===== src/rtl/sign_extend_jump_pkg.sv =====
// Shared CPU constants and a generic sign-extension helper used by the
// jump, branch and I-type immediate extenders.
package sign_extend_jump_pkg;

  localparam int DATA_W     = 16;
  localparam int IMM_W_JUMP = 12;

  // Extends the low from_width bits of value to DATA_W bits; upper input bits are ignored.
  function automatic logic [DATA_W-1:0] sext(input logic [DATA_W-1:0] value,
                                              input int               from_width);
    logic [DATA_W-1:0] upper_mask;
    logic              sign_bit;
    upper_mask = {DATA_W{1'b1}} << from_width;
    sign_bit   = |(value & (DATA_W'(1) << (from_width - 1)));
    return sign_bit ? (value | upper_mask) : (value & ~upper_mask);
  endfunction

endpackage


===== src/rtl/sign_extend_jump_sext_unit.sv =====
// Parameterised purely combinational sign extender (IN_W -> OUT_W).
module sext_unit
  import sign_extend_jump_pkg::*;
#(
  parameter int IN_W  = IMM_W_JUMP,
  parameter int OUT_W = DATA_W
) (
  input  logic [IN_W-1:0]  in_val,
  output logic [OUT_W-1:0] out_val
);

  assign out_val = {{(OUT_W - IN_W){in_val[IN_W-1]}}, in_val};

endmodule


===== src/rtl/sign_extend_jump.sv =====
// Jump immediate sign-extension and PC-relative target, combinational for the
// single-cycle datapath plus a one-cycle registered copy with a valid flag.
module sign_extend_jump #(
  parameter int IMM_W     = sign_extend_jump_pkg::IMM_W_JUMP,
  parameter int DATA_W    = sign_extend_jump_pkg::DATA_W,
  parameter int TGT_SHIFT = 0
) (
  input  logic              clk,
  input  logic              rst_n,
  input  logic [IMM_W-1:0]  J_imm,
  input  logic [DATA_W-1:0] pc,
  input  logic              en,
  output logic [DATA_W-1:0] J_extend,
  output logic [DATA_W-1:0] J_target,
  output logic [DATA_W-1:0] J_extend_q,
  output logic [DATA_W-1:0] J_target_q,
  output logic              valid_q
);

  logic signed [DATA_W-1:0] j_ext_s;
  logic signed [DATA_W-1:0] offset_s;

  logic [DATA_W-1:0] j_extend_d;
  logic [DATA_W-1:0] j_target_d;
  logic              valid_d;
  logic [DATA_W-1:0] j_extend_q;
  logic [DATA_W-1:0] j_target_q;
  logic              valid_q_r;

  sext_unit #(
    .IN_W  (IMM_W),
    .OUT_W (DATA_W)
  ) u_sext (
    .in_val  (J_imm),
    .out_val (j_ext_s)
  );

  // Bits shifted past the MSB are dropped; the add wraps modulo 2^DATA_W.
  assign offset_s = j_ext_s <<< TGT_SHIFT;
  assign J_extend = j_ext_s;
  assign J_target = pc + offset_s;

  always_comb begin
    j_extend_d = j_extend_q;
    j_target_d = j_target_q;
    valid_d    = en;
    if (en) begin
      j_extend_d = J_extend;
      j_target_d = J_target;
    end
  end

  // Capture stage: results are visible one cycle after en.
  always_ff @(posedge clk or negedge rst_n) begin
    if (!rst_n) begin
      j_extend_q <= '0;
      j_target_q <= '0;
      valid_q_r  <= 1'b0;
    end else begin
      j_extend_q <= j_extend_d;
      j_target_q <= j_target_d;
      valid_q_r  <= valid_d;
    end
  end

  assign J_extend_q = j_extend_q;
  assign J_target_q = j_target_q;
  assign valid_q    = valid_q_r;

endmodule


===== config.mk =====
export PLATFORM = sky130hd
export DESIGN_NAME = sign_extend_jump
export DESIGN_NICKNAME = d
export VERILOG_FILES = /design/src/rtl/sign_extend_jump_pkg.sv /design/src/rtl/sign_extend_jump_sext_unit.sv /design/src/rtl/sign_extend_jump.sv
export SDC_FILE = /design/constraint.sdc
export NUM_CORES = 1
export LEC_CHECK = 0
export BUFFER_PORTS_ARGS = -buffer_cell sky130_fd_sc_hd__buf_2
export CAP_MARGIN = 25
export CORE_UTILIZATION = 43
export CTS_BUF_LIST = sky130_fd_sc_hd__clkbuf_4 sky130_fd_sc_hd__clkbuf_8
export CTS_CLUSTER_SIZE = 25
export DETAILED_ROUTE_END_ITERATION = 16
export GPL_ROUTABILITY_DRIVEN = 0
export GPL_TIMING_DRIVEN = 0
export PLACE_DENSITY = 0.78
export SYNTH_ARGS = -nofsm -noshare
export SYNTH_HDL_FRONTEND = slang
export SYNTH_SLANG_ARGS = --single-unit

===== constraint.sdc =====
create_clock -name clk -period 2.5 [get_ports clk]
set_input_delay 0.375 -clock clk [delete_from_list [all_inputs] [get_ports clk]]
set_output_delay 0.375 -clock clk [all_outputs]
set_load 0.1 [all_outputs]

==> impl_metrics.csv <==
group,metric,value,unit
status,violations,"negative setup slack",
yosys,synth-adder-area-share,0.104,
timing,final.period_utilization,1.09,
timing,fin_worst_skew,0,ns
detailed_routing,first_pass_iters,4,
timing,fmax,0.368,GHz
worst_setup_path,slowest_stage,"fa_2",
global_route,gr-usage-met2,0.370,
flow_run,maxCapViolations,0,
final_layout,finish.net_count,352,
pwr,comb_power_share,0.660,
global_route,grt_usage,0.219,
global_route,grt-ovfl-total,0,
global_route,met1_usage,0.264,
cts,clk_pin_slew_worst_paths,0.07,ns
worst_setup_path,path_class,"input pin to output port",
pwr,p_leak,0.00157,uW
cts,cts-htree-levels,2,
detailed_routing,viasPerCell,5.39,
status,outcome,"finished, violations left",
final_layout,final_common_cell,"buf_2",
worst_setup_path,r2r_slack,1.56,ns
worst_setup_path,worstPathArrival,2.34,ns
yosys,synthMuxAreaShare,0.141,
pwr,vdd_drop_max,0.510,mV
global_route,grt_pass1_vias,1821,
final_layout,final_util,0.770,
die,coreArea,4410,um2
worst_setup_path,critical_path_required,2.12,ns
die,die_h,70.2,um
final_layout,layout-drive-gt1-share,0.706,
detailed_routing,ant_nets,0,
final_layout,area_delta_synth_final,69.7,%
final_layout,final_cell_mix,"buf_2, buf_4, dfrtp_1",
placement,portBuffers,95,
die,io_pins,96,
worst_setup_path,end_kind,"output port",
die,initial_core_util,0.454,
yosys,synth_top_family_by_area,"compound AO/OA/AOI/OAI gates",
timing,timing.slew.headroom,0.560,
timing,fin_ws,-0.217,ns
timing,slew_viol_final,0,
final_layout,fillerInstances,278,
yosys,synthSimpleGateAreaFrac,0.0869,
timing,worstMarginPinSlew,0.660,ns
yosys,synthCells,187,
hold_path,hold_path.class,"input pin to async pin",
final_layout,num_antenna_cells,0,
detailed_routing,wl_per_cell,16.2,um
worst_setup_path,r2r_cells,3,
yosys,ys_types,38,
timing,final-setup-viol-count,5,
worst_setup_path,crit_start,"J_imm[0]",
detailed_routing,wirelength,5800,um
yosys,synth_top_area_frac,0.363,
die,die_area,4930,um2
cts,cts_root_buffer,"clkbuf_8",
yosys,ys_ff_latch,29,
worst_setup_path,timing.rr.end,"J_target_q[15]$_DFFE_PN0P_",
global_route,grt_max_degree,30,
cts,cts_tree,"built",
detailed_routing,vias,1930,
cts,cts.sinks,29,
timing,finalHoldViolations,0,
cts,clock_path_buffers,2,
detailed_routing,drt-initial-drc-count,80,
pwr,power.total,3010,uW
pwr,power.net_switching,1700,uW
yosys,syn_nets,234,
cts,cts_made_buffers,5,
timing,period_needed,2.72,ns
cts,clk_latency,0.28,ns
pwr,seq_power_share,0.195,
yosys,synth-compound-area-share,0.166,
global_route,antenna_found_initial,0,
yosys,synth.avg_cell_area,10.7,um2
die,die_w,70.2,um
detailed_routing,drcViolationCount,0,
global_route,grt_pass1_wl,8440,um
timing,rsz0062_at_grt,"true",
yosys,ys_seq_area_frac,0.363,
die,rows,24,
worst_setup_path,timing.rr.start,"J_target_q[15]$_DFFE_PN0P_",
pwr,p_clk_frac,0.145,
pwr,swShare,0.565,
yosys,yosysTopAreaCell,"dfrtp_1",
yosys,yosysWarnings,0,
pwr,cellPowerDensity,887,nW/um2
global_route,grt_util_met3,0.0476,
yosys,synthXorXnorAreaFrac,0.0481,
worst_setup_path,cp-start-kind,"input pin",
cts,cts_hold_buf,0,
placement,preCtsSetupSlack,-0.451,ns
global_route,top_usage_layer,"met2",
worst_setup_path,cp_slowest_stage_delay,0.38,ns
yosys,syn_area,2000,um2
timing,whs,0.117,ns
yosys,ys_top_cells_by_area,"dfrtp_1, mux2_2, ha_1",
placement,post-dp-hpwl,3720,um
pwr,intPower,1310,uW
worst_setup_path,crit_chain,"buf_8, ha_4, fa_2, a21o_1, nand3_2, a31oi_4, o21a_1, or3_1, and2_4, buf_12",
worst_setup_path,crit_fanout,4,
-- metal layers --
layer  up-vias  share of wire
met5         -              0
met1       946           0.42
met4         0          0.023
li1        898              -
met2        73           0.51
met3        13          0.046
-- critical path: cells and delay by family --
| kind | cells | cell delay (ns) |
|---|---|---|
| buf+inv | 2 | 0.26 |
| compound gates | 3 | 0.55 |
| fa+ha+maj | 2 | 0.53 |
| simple gates | 3 | 0.62 |
-- Yosys cell counts --
cell      instances
buf_1             2
inv_1             2
a22o_1            1
xor2_1            6
nor2_1            4
a21boi_1          1
o2111a_1          1
xnor2_1           5
o21ai_0           9
a221oi_1          1
nand2_1          10
o22ai_2           1
and3_2            1
fa_1              1
nand3_1           3
nor2b_1           4
mux2_2           25
and2_1            2
a211o_1           1
dfrtp_1          29
a211oi_1          1
a31oi_4           1
a311oi_1          1
buf_4            22
clkbuf_1          1
o211a_1           1
o311ai_1          1
a21oi_1          13
nand2b_1          3
or3_1             2
o21a_1            2
nor3_1            1
ha_1             15
a221oi_2          2
a31o_2            3
a21o_1            5
nand4_1           3
and3_1            1
-- logic make-up (layout without fill, tap and decap cells) --
| logic type | Yosys count | after routing |
|---|---|---|
| AO/OA/AOI/OAI | 45 | 45 |
| AND/OR/NAND/NOR | 34 | 34 |
| flip-flops | 29 | 29 |
| buffers and inverters | 27 | 146 |
| multiplexers | 25 | 25 |
| adder cells (fa/ha/maj) | 16 | 16 |
| XOR/XNOR | 11 | 11 |
-- area by class of cell --
class	instances	area, um2	share of cell area
Tap cell	52	65.1	0.0192
Clock buffer	7	96.3	0.0284
Multi-Input combinational cell	131	1550	0.456
Inverter	2	7.51	0.00221
Clock inverter	1	5.00	0.00147
Timing Repair Buffer	111	766	0.225
Sequential cell	29	726	0.214
Buffer	25	184	0.0541
-- repair_timing --
| item | in CTS | in global routing |
|---|---|---|
| setup endpoints to repair | 10 | 11 |
| pin swaps | 12 | 18 |
| endpoints found under the hold margin | 0 | 0 |
| setup buffers | 4 | 12 |
| gates resized for setup | 45 | 43 |
-- how the worst max path moves through the flow --
| stage | end | slack [ns] | cells after the start |
|---|---|---|---|
| finish | J_target[8] | -0.22 | 10 |
| global route | J_target[8] | -0.26 | 10 |
| CTS | J_target[8] | -0.24 | 10 |
| detailed placement | J_target[14] | -0.45 | 9 |
| global placement | J_target[14] | -0.44 | 9 |
| floorplan | J_target[10] | -0.26 | 6 |
-- registers in the layout, indices dropped and copies added (netlist names) --
register and count:
J_extend_q 12, J_target_q 16, valid_q 1
-- through the flow --
stage / instances / TNS [ns] / instance area (um2)
6_report: 358 / -0.721 / 3400
3_3_place_gp: 334 / -2.68 / 2770
4_1_cts: 346 / -0.657 / 3090
3_5_place_dp: 334 / -2.80 / 2770
5_1_grt: 358 / -1.07 / 3400
2_1_floorplan: 187 / -0.701 / 2230
-- power groups by stage --
stage / sequential (uW) / combinational, uW / clock [uW]
5_1_grt: 598 / 2050 / 461
3_5_place_dp: 596 / 1760 / 0
6_report: 588 / 1990 / 436
2_1_floorplan: 1180 / 925 / 0
4_1_cts: 587 / 1880 / 444
3_3_place_gp: 592 / 1740 / 0
Note: power is estimated with default switching activity, not from simulation.
